<file path="src/rtl/pattern_pkg.sv">
// Shared definitions for the pattern loader: FSM state encoding and default
// chain geometry / serial clock timing.
package pattern_pkg;

  localparam int NBYTES_DEFAULT = 27;
  localparam int HALF_DEFAULT   = 2;

  typedef enum logic [2:0] {
    ST_IDLE   = 3'd0,
    ST_FETCH  = 3'd1,
    ST_LOW    = 3'd2,
    ST_HIGH   = 3'd3,
    ST_FINISH = 3'd4
  } state_e;

  // True while a bit is on the wire (either half of sclk)
  function automatic logic is_shifting(state_e s);
    return (s == ST_LOW) || (s == ST_HIGH);
  endfunction

endpackage

</file>
<file path="src/rtl/pattern_loader_if.sv">
// Byte feed, serial chain and status signals of the pattern loader.
interface pattern_loader_if;

  logic       start;
  logic [7:0] byte_in;
  logic       byte_valid;
  logic       byte_ready;
  logic       sout_in;
  logic       sclk_out;
  logic       ssel_out;
  logic       sin_out;
  logic [7:0] rb_byte;
  logic       rb_valid;
  logic       busy;
  logic       done;

  modport master (
    output start, byte_in, byte_valid, sout_in,
    input  byte_ready, sclk_out, ssel_out, sin_out, rb_byte, rb_valid, busy, done
  );

  modport slave (
    input  start, byte_in, byte_valid, sout_in,
    output byte_ready, sclk_out, ssel_out, sin_out, rb_byte, rb_valid, busy, done
  );

endinterface

</file>
<file path="src/rtl/sclk_divider.sv">
// Phase counter for the serial clock: tick_o marks the last clk cycle of
// each HALF-cycle sclk phase while enabled.
module sclk_divider #(
  parameter int HALF = 2
) (
  input  logic clk,
  input  logic reset,
  input  logic en_i,
  output logic tick_o
);

  logic [3:0] cnt_q, cnt_d;

  always_comb begin
    tick_o = en_i && (cnt_q == 4'(HALF - 1));
    if (!en_i || tick_o) begin
      cnt_d = '0;
    end else begin
      cnt_d = cnt_q + 4'd1;
    end
  end

  always_ff @(posedge clk or posedge reset) begin
    if (reset) begin
      cnt_q <= '0;
    end else begin
      cnt_q <= cnt_d;
    end
  end

endmodule

</file>
<file path="src/rtl/pattern_loader.sv">
// Serial loader for a daisy-chained pattern buffer: shifts NBYTES bytes out
// MSB first while capturing the chain's previous contents as readback bytes.
module pattern_loader
  import pattern_pkg::*;
#(
  parameter int NBYTES = NBYTES_DEFAULT,
  parameter int HALF   = HALF_DEFAULT
) (
  input logic        clk,
  input logic        reset,
  pattern_loader_if.slave bus
);

  localparam int BCW = (NBYTES > 1) ? $clog2(NBYTES) : 1;
  localparam logic [BCW-1:0] LAST_BYTE = BCW'(NBYTES - 1);

  state_e         state_q, state_d;
  logic [7:0]     shift_q, shift_d;
  logic [7:0]     rbsh_q, rbsh_d;
  logic [7:0]     rb_byte_q, rb_byte_d;
  logic [2:0]     bit_cnt_q, bit_cnt_d;
  logic [BCW-1:0] byte_cnt_q, byte_cnt_d;
  logic           sclk_q, sclk_d, ssel_q, ssel_d, sin_q, sin_d;
  logic           ready_q, ready_d, rb_valid_q, rb_valid_d;
  logic           busy_q, busy_d, done_q, done_d;
  logic           phase_end, accept, bit_end;

  sclk_divider #(.HALF(HALF)) u_div (
    .clk    (clk),
    .reset  (reset),
    .en_i   (is_shifting(state_q)),
    .tick_o (phase_end)
  );

  assign accept  = (state_q == ST_FETCH) && bus.byte_valid;
  assign bit_end = (state_q == ST_HIGH) && phase_end && (bit_cnt_q == 3'd7);

  always_ff @(posedge clk or posedge reset) begin
    if (reset) begin
      state_q <= ST_IDLE;
    end else begin
      state_q <= state_d;
    end
  end

  always_comb begin
    state_d = state_q;
    case (state_q)
      ST_IDLE:   if (bus.start) state_d = ST_FETCH;
      ST_FETCH:  if (bus.byte_valid) state_d = ST_LOW;
      ST_LOW:    if (phase_end) state_d = ST_HIGH;
      ST_HIGH: begin
        if (phase_end) begin
          if (bit_cnt_q != 3'd7) begin
            state_d = ST_LOW;
          end else if (byte_cnt_q == LAST_BYTE) begin
            state_d = ST_FINISH;
          end else begin
            state_d = ST_FETCH;
          end
        end
      end
      ST_FINISH: state_d = ST_IDLE;
      default:   state_d = ST_IDLE;
    endcase
  end

  // Outputs are registered from the next state so each pin is a flop
  always_comb begin
    shift_d    = shift_q;
    rbsh_d     = rbsh_q;
    rb_byte_d  = rb_byte_q;
    bit_cnt_d  = bit_cnt_q;
    byte_cnt_d = byte_cnt_q;
    rb_valid_d = 1'b0;
    if ((state_q == ST_IDLE) && bus.start) begin
      byte_cnt_d = '0;
    end
    if (accept) begin
      shift_d   = bus.byte_in;
      bit_cnt_d = 3'd0;
    end
    // sclk rises on this edge: capture the chain's outgoing bit
    if ((state_q == ST_LOW) && phase_end) begin
      rbsh_d = {rbsh_q[6:0], bus.sout_in};
    end
    if ((state_q == ST_HIGH) && phase_end) begin
      shift_d   = {shift_q[6:0], 1'b0};
      bit_cnt_d = bit_cnt_q + 3'd1;
    end
    if (bit_end) begin
      rb_byte_d  = rbsh_q;
      rb_valid_d = 1'b1;
      if (byte_cnt_q != LAST_BYTE) begin
        byte_cnt_d = byte_cnt_q + BCW'(1);
      end
    end
    sclk_d  = (state_d == ST_HIGH);
    ssel_d  = (state_d == ST_FETCH) || is_shifting(state_d);
    sin_d   = is_shifting(state_d) ? shift_d[7] : 1'b0;
    ready_d = (state_d == ST_FETCH);
    busy_d  = (state_d != ST_IDLE);
    done_d  = (state_d == ST_FINISH);
  end

  always_ff @(posedge clk or posedge reset) begin
    if (reset) begin
      shift_q    <= '0;
      rbsh_q     <= '0;
      rb_byte_q  <= '0;
      bit_cnt_q  <= '0;
      byte_cnt_q <= '0;
      rb_valid_q <= 1'b0;
      sclk_q     <= 1'b0;
      ssel_q     <= 1'b0;
      sin_q      <= 1'b0;
      ready_q    <= 1'b0;
      busy_q     <= 1'b0;
      done_q     <= 1'b0;
    end else begin
      shift_q    <= shift_d;
      rbsh_q     <= rbsh_d;
      rb_byte_q  <= rb_byte_d;
      bit_cnt_q  <= bit_cnt_d;
      byte_cnt_q <= byte_cnt_d;
      rb_valid_q <= rb_valid_d;
      sclk_q     <= sclk_d;
      ssel_q     <= ssel_d;
      sin_q      <= sin_d;
      ready_q    <= ready_d;
      busy_q     <= busy_d;
      done_q     <= done_d;
    end
  end

  assign bus.sclk_out   = sclk_q;
  assign bus.ssel_out   = ssel_q;
  assign bus.sin_out    = sin_q;
  assign bus.byte_ready = ready_q;
  assign bus.rb_byte    = rb_byte_q;
  assign bus.rb_valid   = rb_valid_q;
  assign bus.busy       = busy_q;
  assign bus.done       = done_q;

endmodule

</file>
<file path="src/flat_wrapper.sv">
// flat-port wrapper written by rule: the top's interface ports become plain ports
module pattern_loader_flat import pattern_pkg::*;
#(
  parameter int NBYTES = NBYTES_DEFAULT,
  parameter int HALF   = HALF_DEFAULT
)
  (clk, reset, bus_start, bus_byte_in, bus_byte_valid, bus_sout_in, bus_byte_ready, bus_sclk_out, bus_ssel_out, bus_sin_out, bus_rb_byte, bus_rb_valid, bus_busy, bus_done);
  pattern_loader_if bus_i ();
  input logic clk;
  input logic reset;
  input wire logic [$bits(bus_i.start)-1:0] bus_start;
  input wire logic [$bits(bus_i.byte_in)-1:0] bus_byte_in;
  input wire logic [$bits(bus_i.byte_valid)-1:0] bus_byte_valid;
  input wire logic [$bits(bus_i.sout_in)-1:0] bus_sout_in;
  output wire logic [$bits(bus_i.byte_ready)-1:0] bus_byte_ready;
  output wire logic [$bits(bus_i.sclk_out)-1:0] bus_sclk_out;
  output wire logic [$bits(bus_i.ssel_out)-1:0] bus_ssel_out;
  output wire logic [$bits(bus_i.sin_out)-1:0] bus_sin_out;
  output wire logic [$bits(bus_i.rb_byte)-1:0] bus_rb_byte;
  output wire logic [$bits(bus_i.rb_valid)-1:0] bus_rb_valid;
  output wire logic [$bits(bus_i.busy)-1:0] bus_busy;
  output wire logic [$bits(bus_i.done)-1:0] bus_done;
  assign bus_i.start = bus_start;
  assign bus_i.byte_in = bus_byte_in;
  assign bus_i.byte_valid = bus_byte_valid;
  assign bus_i.sout_in = bus_sout_in;
  assign bus_byte_ready = bus_i.byte_ready;
  assign bus_sclk_out = bus_i.sclk_out;
  assign bus_ssel_out = bus_i.ssel_out;
  assign bus_sin_out = bus_i.sin_out;
  assign bus_rb_byte = bus_i.rb_byte;
  assign bus_rb_valid = bus_i.rb_valid;
  assign bus_busy = bus_i.busy;
  assign bus_done = bus_i.done;
  pattern_loader #(.NBYTES(NBYTES), .HALF(HALF)) u_core (.clk(clk), .reset(reset), .bus(bus_i));
endmodule
</file>
<file path="config.mk">
export PLATFORM = sky130hd
export DESIGN_NAME = pattern_loader_flat
export DESIGN_NICKNAME = d
export VERILOG_FILES = /design/src/rtl/pattern_pkg.sv /design/src/rtl/pattern_loader_if.sv /design/src/rtl/sclk_divider.sv /design/src/rtl/pattern_loader.sv /design/src/flat_wrapper.sv
export SDC_FILE = /design/constraint.sdc
export NUM_CORES = 1
export LEC_CHECK = 0
export BUFFER_PORTS_ARGS = -buffer_cell sky130_fd_sc_hd__clkbuf_2
export CORE_UTILIZATION = 56
export DETAILED_ROUTE_END_ITERATION = 8
export PLACE_DENSITY = 0.78
export SLEW_MARGIN = 20
export SYNTH_ARGS = -nofsm -noshare
export SYNTH_HDL_FRONTEND = slang
export SYNTH_HIERARCHICAL = 1
export SYNTH_SLANG_ARGS = --single-unit
</file>
<file path="constraint.sdc">
create_clock -name clk -period 2.67 [get_ports clk]
set_input_delay 0.4005 -clock clk [delete_from_list [all_inputs] [get_ports clk]]
set_output_delay 0.4005 -clock clk [all_outputs]
set_load 0.01 [all_outputs]
</file>
**Word-level counts from Yosys, hierarchy flattened**

Cells that the tools add are included.
Widths: inputs -> output; s select.

- Add/sub/neg operators: 3
- Equal/unequal tests: 12
- Multiplexer cells: 17
- Reductions and logical operators: 14

Operator list:

| kind | count |
|---|---|
| $mux 3 | 8 |
| $mux 8 | 2 |
| $mux 5 | 3 |
| $eq 3x2->1 const B | 4 |
| $pmux 3 s4 | 1 |
| $eq 3x1->1 const B | 2 |
| $eq 3x3->1 const B | 2 |
| $logic_and 1x1->1 | 6 |
| $add 5x1->5 const B | 1 |
| $eq 5x5->1 const B | 1 |
| $ne 5x5->1 const B | 1 |
| $add 4x1->4 const B | 1 |
| $eq 4x1->1 const B | 1 |
| $logic_or 1x1->1 | 4 |
| $mux 4 | 1 |
| $add 3x1->3 const B | 1 |
| $logic_not 3->1 | 1 |
| $ne 3x3->1 const B | 1 |
| $reduce_bool 3->1 | 1 |
| $mux 1 | 2 |
| $reduce_bool 2->1 | 1 |
| $logic_not 1->1 | 1 |

- Register bits: 46
- Input port bits: 13
- Output and inout bits: 15
- Word-level logic and storage cells: 61

**Logic depth before layout (Yosys ltp)**

Gate-level depths: netlist of the first run.

- Word-level depth: 8
- Gate-level depth with buffers: 9
- Gate-level depth less buffers: 8

**By module**

The synthesis of the first run kept the hierarchy.

By module, submodules not included:

| module | times used | cells an instance | area each (µm²) | sequential area each (µm²) |
|---|---|---|---|---|
| pattern_loader | 1 | 150 | 1851.8 | 1051.0 |
| sclk_divider | 1 | 19 | 212.7 | 100.1 |

**Worst setup path after synthesis of the first run**

No wires, ideal clock.

- Kind: register to register
- Start point: register u_core.state_q[1]
- End point: register u_core.rb_byte_q[0], in the netlist u_core/bus.rb_byte[0]
- Arrival: 2.004 ns
- Slack: 0.541 ns
- Cell stages (with the launch flop): 8
- Buffers on the path: 2
- Clock period less this slack: 2.129 ns
- Cells stage by stage: dfrtp_1 -> buf_2 -> nor2b_1 -> nor3b_1 -> and4b_2 -> nand2_2 -> buf_6 -> mux2_4

- Longest elaborated chain between the ends: 5

Ends and longest elaborated chain:

| element | line | text |
|---|---|---|
| start: declaration | pattern_loader.sv:17 | `state_e state_q, state_d;` |
| start signal: assignment | pattern_loader.sv:42 | `state_q <= state_d;` |
| $eq 3x2->1 | pattern_pkg.sv:18 | `return (s == ST_LOW) \|\| (s == ST_HIGH);` |
| $logic_or 1x1->1 (*) | pattern_pkg.sv:18 |  |
| $logic_and 1x1->1 (*) | sclk_divider.sv:15 | `tick_o = en_i && (cnt_q == 4'(HALF - 1));` |
| named net u_core.phase_end | pattern_loader.sv:26 | `logic phase_end, accept, bit_end;` |
| $logic_and 1x1->1 (*) (2 in series) | pattern_loader.sv:36 | `assign bit_end = (state_q == ST_HIGH) && phase_end && (bit_cnt_q == 3'd7);` |
| end signal: assignment | pattern_loader.sv:123 | `rb_byte_q <= rb_byte_d;` |
| end: declaration | pattern_loader.sv:20 | `logic [7:0] rb_byte_q, rb_byte_d;` |

Mark *: on every way through the listed nets, which the timed path passes. The rest lies on a longest branch.
A chain may end at the register's enable or synchronous reset.

**Final worst setup path of the first run**

- Start point: register u_core.state_q[1]
- End point: register u_core.byte_cnt_q[2]

- Longest elaborated chain between the ends: 6

Ends and longest elaborated chain:

| element | line | text |
|---|---|---|
| $eq 3x2->1 | pattern_pkg.sv:18 |  |
| $logic_or 1x1->1 (*) | pattern_pkg.sv:18 |  |
| $logic_and 1x1->1 (*) | sclk_divider.sv:15 |  |
| named net u_core.phase_end | pattern_loader.sv:26 |  |
| $logic_and 1x1->1 (*) (2 in series) | pattern_loader.sv:36 |  |
| $mux 5 (*) | pattern_loader.sv:91 | `if (bit_end) begin` |
| named net u_core.byte_cnt_d[2] | pattern_loader.sv:22 | `logic [BCW-1:0] byte_cnt_q, byte_cnt_d;` |
| end signal: assignment | pattern_loader.sv:125 | `byte_cnt_q <= byte_cnt_d;` |
| end: declaration | pattern_loader.sv:22 |  |

Marks and branches as above.

==> flow_metrics.tcl, run 1 <==
set metrics [dict create \
    gp_congestion 0.761 \
    hold_class "input pin to flop" \
    ir_worst_vdd_uv 555 \
    drc 0 \
    viasPerCell 5.46 \
    worst_pin_slew_ns 0.772 \
    synth_ff_type "dfrtp_1" \
    ys_warn_count 6 \
    initial_core_util 0.600 \
    worstPathCellList "nor2b_1 -> nor3b_2 -> and4b_2 -> nand2_2 -> mux2i_1 -> a21o_1" \
    ys_types 42 \
    crit_buf_inv 0 \
    final_layout_size_suffix_gt1_frac 0.308 \
    fp.dieH_um 62.7 \
    rows 21 \
    power.leakage_nw 1.19 \
    critPathLaunchType "flop" \
    rsz0062_at_grt "false" \
    grt_pass1_wl_um 6090 \
    worstSetupEndpointType "flop" \
    fillers 250 \
    synth.net_count 188 \
    cap_violations 0 \
    place.port_buffers 27 \
    grt_overflow 0 \
    p_total_mw 2.02 \
    p_per_area_mw_per_mm2 860 \
    cts_buffers 5 \
    r2r_start "u_core/state_q[1]" \
    final_cell_mix "dfrtp_1 (46), clkbuf_2 (27), nand2_1 (16)" \
    synth_enable_flop_cells 0 \
    worst_hold_path.endpoint "u_core/shift_q[4]" \
    fin_skew_ns 0.00932 \
    hold_depth 3 \
    grt_pass1_vias 1297 \
    synth-seq-cells 46 \
    cts.sinks 46 \
    synthCells 169 \
    die_w_um 62.7 \
    wl_per_cell_um 14.5 \
    postRouteAntennaNets 0 \
    core_mm2 0.00344 \
    drv_slew 0 \
    reg2regPathDepth 6 \
    slowest_delay_ns 0.54 \
    finish.utilization 0.682 \
    die_area_mm2 0.00393 \
    cts_tree "yes" \
    fin_crit_sh 0.883 \
    track_usage 0.202 \
    min_from "bus_byte_in[4]" \
    wl_um 3580 \
    cpMaxStageDelayCell "dfrtp_1" \
    dr_total_vias 1349 \
    clk_path_buf_depth 2 \
    worst_slack_ns 0.312 \
    hpwlAfterDp_um 2600 \
    cts_root_buf "clkbuf_8" \
    clk_latency_ns 0.29 \
    antennaDiodeCount 0 \
    timing.final.hold_violations 0 \
    worstPathArrival_ns 2.54 \
    drtPass1Iterations 5 \
    grt_max_degree 22 \
    holdWs_ns 0.326 \
    syn_area_mm2 0.00206 \
    relSlewSlack 0.484 \
    htree_levels 2 \
    outcome "complete, no violations" \
    antenna_found_initial 0 \
    cp_max_fo 13 \
    final_common_cell "dfrtp_1" \
    syn2layout_area_growth_pct 13.8 \
    multi_input_area_um2 825 \
    seq_area_frac_synth 0.558 \
    max_freq_mhz 424 \
    drtIter0Drc 44 \
    register_area_mm2 0.00115 \
    ioPinCount 28 \
    pre_cts_slack_ns 0.262 \
    critPathKind "flop to flop" \
    nets 219 \
    critical_path_cell_count 6 \
    fin_crit_ns 2.36 \
    syn_area_per_cell_um2 12.2 \
    setup_viol 0 \
    rrSetupSlack_ns 0.31 \
    clkTransAtPathRegs_ns 0.09 \
    crit_family "simple AND/OR/NAND/NOR gates" \
    crit_required_ns 2.85 \
    async_flop_share 1.00 \
    finalSetupTns_ns 0 \
    r2r-end "u_core/byte_cnt_q[2]" \
]
[Yosys cell counts, drive strengths merged (4+ instances only)]
cell,number,share of area
dfrtp,46,0.56
mux2,16,0.098
nand2,17,0.032
nor2,9,0.018
nand3,8,0.024
nand2b,4,0.016
ha,6,0.036
o21ai,4,0.0097
a22oi,5,0.018
buf,7,0.029
inv,9,0.016
[worst reg2reg max path, delay by kind of cell (launching register included)]
kind | cells | cell delay (ns)
AO/OA/AOI/OAI | 1 | 0.20
AND/OR/NAND/NOR | 4 | 1.30
multiplexers | 1 | 0.19
flip-flops | 1 | 0.54
[power breakdown]
| group | leakage (nW) | switching [mW] | internal [mW] |
|---|---|---|---|
| clock network | 0.0504 | 0.224 | 0.278 |
| registers | 0.588 | 0.163 | 0.899 |
| logic | 0.555 | 0.219 | 0.235 |
| total | 1.19 | 0.607 | 1.41 |
[final cells by class]
cell class | count | area share
Clock inverter | 3 | 0.0192
Inverter | 9 | 0.0144
Clock buffer | 5 | 0.0293
Sequential cell | 46 | 0.490
Multi-Input combinational cell | 107 | 0.351
Tap cell | 46 | 0.0245
Timing Repair Buffer | 31 | 0.0714
[state kept, by name, indices dropped and copies added, names as in the netlist]
register and flops:
u_core/bus.rb_byte 8, u_core/rbsh_q 8, u_core/bus.byte_ready 1, u_core/shift_q 8, u_core/bus.ssel_out 1, u_core/bus.sin_out 1, u_core/u_div/cnt_q 4, u_core/bus.rb_valid 1
u_core/bit_cnt_q 3, u_core/bus.done 1, u_core/state_q 3, u_core/bus.busy 1, u_core/bus.sclk_out 1, u_core/byte_cnt_q 5
[logic make-up (layout without fill, tap and decap cells)]
| group | count (synthesis) | count (layout) | share of synthesized area |
|---|---|---|---|
| simple gates | 57 | 57 | 0.164 |
| flops | 46 | 46 | 0.558 |
| compound gates | 25 | 25 | 0.0855 |
| mux | 17 | 17 | 0.103 |
| buf+inv | 16 | 48 | 0.0454 |
| fa+ha+maj | 6 | 6 | 0.0364 |
| xor+xnor | 2 | 2 | 0.00849 |
[metal layers]
metal	track usage	part of all wire
met1	0.270	0.45
met2	0.325	0.50
met3	0.0493	0.035
met4	0.0610	0.012
met5	0	0
[per-stage QoR]
| step | instance area [um2] | instances |
|---|---|---|
| global route | 2350 | 247 |
| detailed placement | 2220 | 238 |
| floorplan | 2060 | 169 |
| CTS | 2340 | 247 |
| finish | 2350 | 247 |
| global placement | 2220 | 238 |
[timing repair]
action,in CTS,in global routing
setup endpoints to repair,0,10
setup buffers,0,0
hold buffers,1,0
hold endpoints to repair,4,0
gates resized for setup,0,1
[worst max-delay path by stage]
stage / startpoint / end
after floorplan: u_core/state_q[1] / u_core/bus.rb_byte[0]
after global placement: u_core/state_q[1] / u_core/byte_cnt_q[2]
after detailed placement: u_core/state_q[1] / u_core/byte_cnt_q[2]
after CTS: u_core/state_q[1] / u_core/byte_cnt_q[2]
after global routing: u_core/state_q[1] / u_core/byte_cnt_q[2]
final: u_core/state_q[1] / u_core/byte_cnt_q[2]
Note: power is estimated with default switching activity, not from simulation.
==> run 2: changes to the inputs <==
- MAX_ROUTING_LAYER: default -> met4
==> flow_metrics.tcl, run 2 (synthesis results as in run 1) <==
set metrics [dict create \
    outcome "complete, no violations" \
    wl_per_cell_um 14.4 \
    fillers 250 \
    r2r_start "u_core/state_q[1]" \
    power.leakage_nw 1.19 \
    final_cell_mix "dfrtp_1 (46), clkbuf_2 (27), nand2_1 (16)" \
    register_area_mm2 0.00115 \
    post-cts-setup-buffers 0 \
    p_per_area_mw_per_mm2 858 \
    grt_overflow 0 \
    clkTransAtPathRegs_ns 0.09 \
    hold_class "input pin to flop" \
    final_layout_size_suffix_gt1_frac 0.308 \
    timing.final.hold_violations 0 \
    r2r-end "u_core/byte_cnt_q[2]" \
    dp.cells 238 \
    worstPathArrival_ns 2.52 \
    critPathLaunchType "flop" \
    rows 21 \
    fin_cells 247 \
    initial_core_util 0.600 \
    p_switching_mw 0.603 \
    relSlewSlack 0.480 \
    gp_congestion 0.771 \
    ioPinCount 28 \
    drv_slew 0 \
    fp.dieH_um 62.7 \
    die_area_mm2 0.00393 \
    multi_input_area_um2 825 \
    grt_pass1_vias 1299 \
    clk_latency_ns 0.29 \
    max_freq_mhz 428 \
    drtPass1Iterations 4 \
    ir_worst_vdd_uv 550 \
    intPower_mw 1.41 \
    fin_crit_sh 0.876 \
    syn2layout_area_growth_pct 13.8 \
    postRouteAntennaNets 0 \
    crit_required_ns 2.85 \
    antenna_found_initial 0 \
    reg2regPathDepth 6 \
    power_frac_comb 0.225 \
    fin_crit_ns 2.34 \
    pwr-share-seq 0.527 \
    holdWs_ns 0.326 \
    cap_violations 0 \
    grt_max_degree 22 \
    place.port_buffers 27 \
    startpoint "u_core/state_q[1]" \
    finalSetupTns_ns 0 \
    p_total_mw 2.02 \
    grt_pass1_wl_um 6070 \
    cts_root_buf "clkbuf_8" \
    viasPerCell 5.50 \
    rrSetupSlack_ns 0.33 \
    pre_cts_slack_ns 0.262 \
    dr_total_vias 1359 \
    clk_path_buf_depth 2 \
    rsz0062_at_grt "false" \
    fin_skew_ns 0.00856 \
    final_common_cell "dfrtp_1" \
    cts_tree "yes" \
    wl_um 3550 \
    worst_pin_slew_ns 0.780 \
    worst_slack_ns 0.332 \
    netSwitchingFraction 0.299 \
    nets 219 \
    cts_buffers 5 \
    crit_end "u_core/byte_cnt_q[2]" \
    hpwlAfterDp_um 2600 \
    p_clk_frac 0.248 \
    antennaDiodeCount 0 \
    critPathKind "flop to flop" \
    cp_max_fo 13 \
    cts.sinks 46 \
    drtIter0Drc 42 \
    min_from "bus_byte_in[4]" \
    drc 0 \
    setup_viol 0 \
    track_usage 0.207 \
    htree_levels 2 \
    core_mm2 0.00344 \
    die_w_um 62.7 \
    worstSetupEndpointType "flop" \
]
[run 2: repair_timing]
action | in CTS | in global routing
hold buffers | 1 | 0
hold endpoints to repair | 4 | 0
resized for setup | 0 | 1
endpoints found under the setup margin | 0 | 10
[run 2: layout make-up]
| class | count | area share |
|---|---|---|
| sequential | 46 | 0.490 |
| timing repair buffer | 31 | 0.0714 |
| inverter | 9 | 0.0144 |
| clock inverter | 3 | 0.0192 |
| multi-input combinational | 107 | 0.351 |
| clock buffer | 5 | 0.0293 |
| tap | 46 | 0.0245 |
[run 2: metal layers]
metal / vias up / GRT usage / routed length (um)
met5: - / - / 0
met4: 0 / 0.0610 / 42
met3: 4 / 0.0493 / 95
met2: 29 / 0.325 / 1780
met1: 678 / 0.269 / 1630
li1: 648 / - / -
[run 2: power groups by stage]
stage,combinational (mW),sequential (mW),clock [mW]
global route,0.516,1.09,0.551
finish,0.453,1.06,0.501
global placement,0.420,1.05,0
detailed placement,0.456,1.07,0
CTS,0.460,1.06,0.517
floorplan,0.360,1.02,0
[run 2: metrics by stage]
step	cell area [um2]	utilization
4_1_cts	2340	0.681
6_report	2350	0.682
3_3_place_gp	2220	0.645
2_1_floorplan	2060	-
5_1_grt	2350	0.682
3_5_place_dp	2220	0.645
[run 2: critical path, cell delays in order (launching register included)]
cell	delay, ns
dfrtp_1	0.53
nor2b_1	0.29
nor3b_2	0.28
and4b_2	0.44
nand2_2	0.28
mux2i_1	0.19
a21o_1	0.21
[run 2: how the worst min path moves through the flow]
stage,end,cells after the start
after floorplan,u_core/u_div/cnt_q[0],1
after global routing,u_core/rbsh_q[0],2
after global placement,u_core/u_div/cnt_q[2],2
final,u_core/shift_q[4],3
after detailed placement,u_core/u_div/cnt_q[2],2
after CTS,u_core/shift_q[4],3
